===== src/rtl/anthem_char_receiver.sv =====
// Character receiver: buffers ASCII bytes in a small FIFO and shows each one
// on a 7-segment display for HOLD enabled cycles, back-to-back when queued.
module anthem_char_receiver #(
    parameter int DEPTH = 8,
    parameter int HOLD  = 4
) (
    input  logic                     clk,
    input  logic                     rst_n,
    input  logic                     ena,
    input  logic [7:0]               rx_data,
    input  logic                     rx_valid,
    output logic                     rx_ready,
    output logic [7:0]               seg_out,
    output logic                     busy,
    output logic                     overflow,
    output logic [$clog2(DEPTH):0]   count
);

    localparam int AW = $clog2(DEPTH);
    localparam int CW = AW + 1;
    localparam int HW = (HOLD > 1) ? $clog2(HOLD) : 1;

    typedef enum logic {IDLE, SHOW} state_t;

    state_t          r_state, w_state_nxt;
    logic [7:0]      r_seg, w_seg_nxt;
    logic [HW-1:0]   r_hold, w_hold_nxt;
    logic [CW-1:0]   r_count;
    logic [AW-1:0]   r_wptr, r_rptr;
    logic [7:0]      r_mem [DEPTH];
    logic            r_busy, r_ovf;
    logic            w_push, w_pop, w_nonempty;
    logic [7:0]      w_head;

    function automatic logic [7:0] decode(input logic [7:0] ch);
        case (ch)
            8'h30: decode = 8'h3F;  8'h31: decode = 8'h06;
            8'h32: decode = 8'h5B;  8'h33: decode = 8'h4F;
            8'h34: decode = 8'h66;  8'h35: decode = 8'h6D;
            8'h36: decode = 8'h7D;  8'h37: decode = 8'h07;
            8'h38: decode = 8'h7F;  8'h39: decode = 8'h6F;
            8'h41, 8'h61: decode = 8'h77;
            8'h42, 8'h62: decode = 8'h7C;
            8'h43, 8'h63: decode = 8'h39;
            8'h44, 8'h64: decode = 8'h5E;
            8'h45, 8'h65: decode = 8'h79;
            8'h46, 8'h66: decode = 8'h71;
            8'h20: decode = 8'h00;
            8'h2D: decode = 8'h40;
            default: decode = 8'hC9;   // three bars + dp: unsupported glyph
        endcase
    endfunction

    // Ready comes from the registered count only, so a pop never frees a slot
    // for a push in the same cycle.
    assign rx_ready   = (r_count != CW'(DEPTH));
    assign w_push     = rx_valid && rx_ready;
    assign w_nonempty = (r_count != '0);
    assign w_head     = r_mem[r_rptr];

    always_comb begin
        w_state_nxt = r_state;
        w_seg_nxt   = r_seg;
        w_hold_nxt  = r_hold;
        w_pop       = 1'b0;
        case (r_state)
            IDLE: begin
                w_seg_nxt = 8'h00;
                if (ena && w_nonempty) begin
                    w_pop       = 1'b1;
                    w_seg_nxt   = decode(w_head);
                    w_hold_nxt  = HW'(HOLD - 1);
                    w_state_nxt = SHOW;
                end
            end
            SHOW: begin
                if (ena) begin
                    if (r_hold != '0) begin
                        w_hold_nxt = r_hold - HW'(1);
                    end else if (w_nonempty) begin
                        w_pop      = 1'b1;
                        w_seg_nxt  = decode(w_head);
                        w_hold_nxt = HW'(HOLD - 1);
                    end else begin
                        w_seg_nxt   = 8'h00;
                        w_state_nxt = IDLE;
                    end
                end
            end
            default: w_state_nxt = IDLE;
        endcase
    end

    always_ff @(posedge clk) begin
        if (!rst_n) begin
            r_state <= IDLE;
            r_seg   <= 8'h00;
            r_hold  <= '0;
            r_count <= '0;
            r_wptr  <= '0;
            r_rptr  <= '0;
            r_busy  <= 1'b0;
            r_ovf   <= 1'b0;
        end else begin
            r_state <= w_state_nxt;
            r_seg   <= w_seg_nxt;
            r_hold  <= w_hold_nxt;
            r_busy  <= (w_state_nxt == SHOW);
            r_count <= r_count + CW'(w_push) - CW'(w_pop);
            if (w_push) r_wptr <= r_wptr + AW'(1);
            if (w_pop)  r_rptr <= r_rptr + AW'(1);
            if (rx_valid && !rx_ready) r_ovf <= 1'b1;
        end
    end

    // Storage needs no reset; the pointers define what is valid.
    always_ff @(posedge clk) begin
        if (rst_n && w_push) r_mem[r_wptr] <= rx_data;
    end

    assign seg_out  = r_seg;
    assign busy     = r_busy;
    assign overflow = r_ovf;
    assign count    = r_count;

endmodule


===== config.mk =====
export PLATFORM = sky130hd
export DESIGN_NAME = anthem_char_receiver
export DESIGN_NICKNAME = d
export VERILOG_FILES = /design/src/rtl/anthem_char_receiver.sv
export SDC_FILE = /design/constraint.sdc
export NUM_CORES = 1
export LEC_CHECK = 0
export ABC_AREA = 0
export BUFFER_PORTS_ARGS = -buffer_cell sky130_fd_sc_hd__buf_2
export CAP_MARGIN = 20
export CELL_PAD_IN_SITES_DETAIL_PLACEMENT = 0
export CELL_PAD_IN_SITES_GLOBAL_PLACEMENT = 1
export CORE_MARGIN = 5
export CORE_UTILIZATION = 40
export CTS_CLUSTER_SIZE = 12
export DETAILED_ROUTE_END_ITERATION = 6
export HOLD_SLACK_MARGIN = 0.03
export PLACE_DENSITY = 0.75
export SETUP_SLACK_MARGIN = 0.02
export SYNTH_ARGS = -nofsm -noshare
export SYNTH_HDL_FRONTEND = slang
export SYNTH_SLANG_ARGS = --single-unit

===== constraint.sdc =====
create_clock -name clk -period 2.9 [get_ports clk]
set_input_delay 0.145 -clock clk [delete_from_list [all_inputs] [get_ports clk]]
set_output_delay 0.145 -clock clk [all_outputs]
set_load 0.05 [all_outputs]

* After elaboration in Yosys (flattened, before gate mapping)
Memory sizes are Yosys's and may differ from the RTL's. A register that Yosys moved wholly into a read port is not among the register bits.
Cells that the tools add are included.
** Cells by class
- Eq/ne operators :: 29
- Reductions and logical operators :: 15
- Bitwise logic cells :: 1
- Multiplexer cells :: 23
- Add/subtract/negate cells :: 5
** Operator list (number)
- one-hot mux 8 bit (18 select lines) :: 1
- == test 8 x 6 -> 1 bit (second input constant) :: 12
- == test 8 x 7 -> 1 bit (second input constant) :: 12
- 2-to-1 mux 8 bit :: 4
- one-hot mux 8 bit (2 select lines) :: 1
- OR reduction 2 bit :: 6
- 2-to-1 mux 1 bit :: 8
- 2-to-1 mux 2 bit :: 4
- adder 3 x 1 -> 3 bit (second input constant) :: 2
- 2-to-1 mux 3 bit :: 2
- inequality test 2 bit (second input constant) :: 3
- adder 4 x 1 -> 4 bit :: 1
- logical AND 1 bit :: 4
- inequality test 4 bit (second input constant) :: 1
- one-hot mux 1 bit (2 select lines) :: 2
- one-hot mux 2 bit (2 select lines) :: 1
- nonzero test 4 bit :: 1
- subtractor 4 x 1 -> 4 bit :: 1
- inequality test 3 x 1 -> 1 bit (second input constant) :: 1
- AND reduction 3 bit :: 1
- AND reduction 2 bit :: 1
- nonzero test 2 bit :: 1
- subtractor 2 x 1 -> 2 bit (second input constant) :: 1
- logical NOT 1 bit :: 1
- NOT 1 bit :: 1
** Word-level totals
- Word-level logic and storage cells :: 81
- Input bits :: 12
- Bits in registers :: 22
- Memory bits (writable) :: 64
- Output and inout port bits :: 15
- Memories :: 1
** Memory list
- r_mem :: depth 8, width 8, read ports 1, clocked after memory_dff 1, wr ports 1, line 30 : logic [7:0] r_mem [DEPTH];

* Depth between registers and ports, before layout
- Depth in word-level cells :: 7
- Mapped depth :: 12
- Depth with buffers taken out :: 11

* Worst setup path before layout
OpenSTA, ideal clock, no wires.
- Path type :: register to register
- Start point :: register r_count[2] (netlist: count[2])
- End point :: memory r_mem[2][0], enable pin
- Clock period less this slack :: 2.913 ns
- Data arrival time :: 2.529 ns
- Buffers on the path :: 0
- Setup slack :: -0.013 ns
- Required time :: 2.517 ns
- Cell stages (with the launch flop) :: 7
- Library setup time :: 0.383 ns
- Cell sequence :: dfxtp_1 inv_1 ha_1 nand2_1 nand2_1 or2_2 nor3_1
** Between the ends
- Word-level cells in the longest chain between the ends :: 5
** Ends and longest elaborated chain
- start: declaration :: line 28 : logic [CW-1:0] r_count;
- start signal: assignment :: line 109 : r_count <= r_count + CW'(w_push) - CW'(w_pop);
- inequality test 4 bit :: line 56 : assign rx_ready = (r_count != CW'(DEPTH));
- net rx_ready :: line 12 : output logic rx_ready,
- logical AND 1 bit :: line 57 : assign w_push = rx_valid && rx_ready;
- logical AND 1 bit :: line 118 : if (rst_n && w_push) r_mem[r_wptr] <= rx_data;
- 2-to-1 mux 1 bit :: line 118
- 2-to-1 mux 1 bit (implied by the code) :: line 118
- end: declaration :: line 30
The timed path passes the listed nets, and every way through them passes these cells.

==> results_dict.tcl <==
set metrics [dict create \
    synth_cells 294 \
    clockPowerShare_pct 21.8 \
    ys_types 54 \
    cts-buffers-inserted 9 \
    cp-start-kind "flop" \
    mappedNetlistArea_mm2 0.00404 \
    clk_pin_slew_ps 80 \
    netlist_top_cells_count "64 x edfxtp_1, 25 x dfxtp_1, 24 x nor2_1, 21 x nand2_1, 12 x mux2i_1" \
    finalCritPeriodShare_pct 90.1 \
    drc 0 \
    cts_tree "yes" \
    n_antenna_cell 0 \
    switching_power_uw 1420 \
    slew_headroom_pct 66.0 \
    drive_gt1_share_pct 25.0 \
    synth-main-ff-cell "edfxtp_1" \
    required_ps 3170 \
    setup_ws_ps 288 \
    path_cells "buf_4, mux4_1, mux2_2, nor3b_2, buf_4, nand2_1, and3b_1, o211a_1, o211ai_1" \
    clkLatencyLatePin_ps 350 \
    portBuffers 26 \
    grt_usage_pct 13.7 \
    die_w_um 111 \
    cap_violations 0 \
    syn_avg_cell_area_um2 13.8 \
    worstRegToRegCells 9 \
    yosysTopAreaCell "edfxtp_1" \
    hold_ws_ps 55.8 \
    hold-path-cell-count 1 \
    path_class "flop to flop" \
    status "completed" \
    clockBufferDepth 2 \
    final_util_pct 47.5 \
    worstPathArrival_ps 2890 \
    cpPeakStageDelay_ps 570 \
    io-pin-count 27 \
    dp_hpwl_um 5810 \
    overflow 0 \
    crit_buf_inv 2 \
    pre_cts_ws_ps 298 \
    cp_slowest_cell "mux4_1" \
    viasPerCell 5.26 \
    synth.most_common_cell "edfxtp_1" \
    synth_top_area_share_pct 47.5 \
    cts.sinks 89 \
    initial_core_util_pct 41.2 \
    grt_pass1_vias 2576 \
    wl_um 7990 \
    multi_input_area_mm2 0.00150 \
    setup_viol 0 \
    cpLargestDelayFamily "multiplexers" \
    post_cts_buffers 0 \
    fin_area_mm2 0.00467 \
    synth_seq_area_share_pct 59.9 \
    netSwitchingFraction_pct 36.5 \
    p_comb_share_pct 38.3 \
    final_nets 365 \
    pwr-share-seq_pct 39.9 \
    leakage_uw 0.00165 \
    async_flop_share_pct 0 \
    r2r_end "seg_out[6]" \
    grt_pass1_wl_um 13200 \
    yosysWarnings 0 \
    detailed_place.area_mm2 0.00445 \
    vdd_ir_drop_max_v 0.000273 \
    antenna_found_initial 0 \
    cp_max_fo 11 \
    die_h_um 111 \
    gp_congestion 0.835 \
    worst_pin_slew_ps 508 \
    grt_max_degree 21 \
    row_count 36 \
    internal_power_uw 2470 \
    drt_pass1_iterations 4 \
    rsz0062_at_grt "false" \
    synth-edff-count 64 \
    fmax_mhz 383 \
    first_iter_violations 152 \
    min_from "rx_data[5]" \
    cpMostUsedCell "buf_4" \
    fin_crit_ps 2610 \
    htree_num_levels 3 \
    hold_viol 0 \
    cts-root-buf "clkbuf_8" \
    ys_ff_latch 89 \
    register_area_mm2 0.00242 \
    hold_path.class "primary input to flop" \
    post_drt_wl_per_cell_um 16.6 \
    vias 2529 \
    slew_violations 0 \
    die-area_mm2 0.0122 \
    critPathCaptureType "flop" \
    area_growth_syn_to_layout_pct 15.4 \
    powerDensity_mw_per_mm2 833 \
    finalClockSkew_ps 5.31 \
    synth_fp_nets 316 \
    ys_top_cells_by_area "edfxtp_1 48%, dfxtp_1 12%, mux4_1 3.9%" \
    cts_resized 0 \
    core_mm2 0.00982 \
    r2r_setup_slack_ps 290 \
    n_fill_cell 883 \
    min_to "r_mem[6][5]" \
    antenna_left 0 \
]
==> metrics by stage <==
step           setup TNS [ps]  total power (µW)  instances
6_report                    0              3890        481
5_1_grt                     0              4140        481
4_1_cts                     0              3920        480
3_5_place_dp                0              3060        464
3_3_place_gp                0              3040        464
2_1_floorplan            -201              2690        294
==> power by group through the flow <==
| stage | Combinational, µW | Clock [µW] | Sequential, µW |
|---|---|---|---|
| floorplan | 971 | 0 | 1710 |
| global placement | 1460 | 0 | 1580 |
| detailed placement | 1480 | 0 | 1580 |
| CTS | 1490 | 876 | 1560 |
| global route | 1630 | 938 | 1570 |
| finish | 1490 | 846 | 1550 |
==> worst max path at each step <==
stage / startpoint / end / slack [ps] / depth (start not counted)
detailed placement: flop / seg_out[2] / 300 / 9
CTS: flop / seg_out[2] / 270 / 9
floorplan: count[2] / r_mem[2][0] / -10 / 6
global route: flop / seg_out[6] / 100 / 7
global placement: flop / seg_out[0] / 330 / 7
finish: flop / seg_out[6] / 290 / 9
==> final cells by class <==
type / count / share of cell area, %
clock buffers: 10 / 2.95
clock inverters: 6 / 1.39
inverters: 10 / 0.805
multi-input cells: 182 / 32.2
flip-flops and latches: 89 / 51.9
well taps: 133 / 3.57
repair buffers: 51 / 7.13
==> sequential cells by signal, indices dropped and copies added, names as in the netlist, named ones only <==
name	flops
overflow	1
count	4
r_hold	2
r_rptr	3
seg_out	8
busy	1
r_mem	64
r_wptr	3
==> logic make-up (layout without fill, tap and decap cells) <==
family	after synthesis	count (layout)	synth area share, %
AO/OA/AOI/OAI	53	53	10.8
buffers and inverters	23	77	2.91
XOR/XNOR	6	6	1.30
adder cells (fa/ha/maj)	11	11	3.53
multiplexers	28	28	11.3
flip-flops	89	89	59.9
AND/OR/NAND/NOR	84	84	10.3
==> timing repair <==
item                                    4_1_cts  5_1_grt
hold buffers                                  0        1
hold endpoints to repair                      0        1
endpoints found under the setup margin        0        0
==> placed cells by master (no fill, tap or decap), types with 2 or more instances in the layout <==
master | netlist | final
a211o_1 | 2 | 2
a211oi_1 | 5 | 5
a21boi_0 | 2 | 2
a21o_1 | 2 | 2
a21oi_1 | 9 | 9
a22o_1 | 4 | 4
a22oi_1 | 6 | 6
a31oi_1 | 2 | 2
and2_1 | 5 | 5
and3b_1 | 2 | 2
buf_2 | 4 | 26
buf_4 | 3 | 23
clkbuf_8 | 0 | 10
clkinv_2 | 0 | 2
dfxtp_1 | 25 | 25
edfxtp_1 | 64 | 64
ha_1 | 9 | 9
inv_1 | 10 | 10
inv_6 | 0 | 2
mux2_2 | 4 | 4
mux2i_1 | 12 | 12
mux4_1 | 6 | 6
mux4_2 | 6 | 6
nand2_1 | 21 | 21
nand2b_1 | 3 | 3
nand3_1 | 10 | 10
nor2_1 | 24 | 24
nor2b_1 | 3 | 3
nor3_1 | 9 | 9
o211ai_1 | 2 | 2
o21ai_0 | 2 | 2
o22ai_1 | 2 | 2
o31ai_1 | 3 | 3
or2_2 | 2 | 2
xnor2_1 | 3 | 3
xor2_1 | 3 | 3
==> layer usage <==
metal / global-route usage, % / wire (µm) / vias up
met3: 3.34 / 268 / 17
met2: 21.5 / 3780 / 59
met4: 5.83 / 198 / 0
li1: - / - / 1222
met1: 18.0 / 3750 / 1231
met5: 0 / 0 / -
No activity file was read; power rests on OpenSTA's default activity.
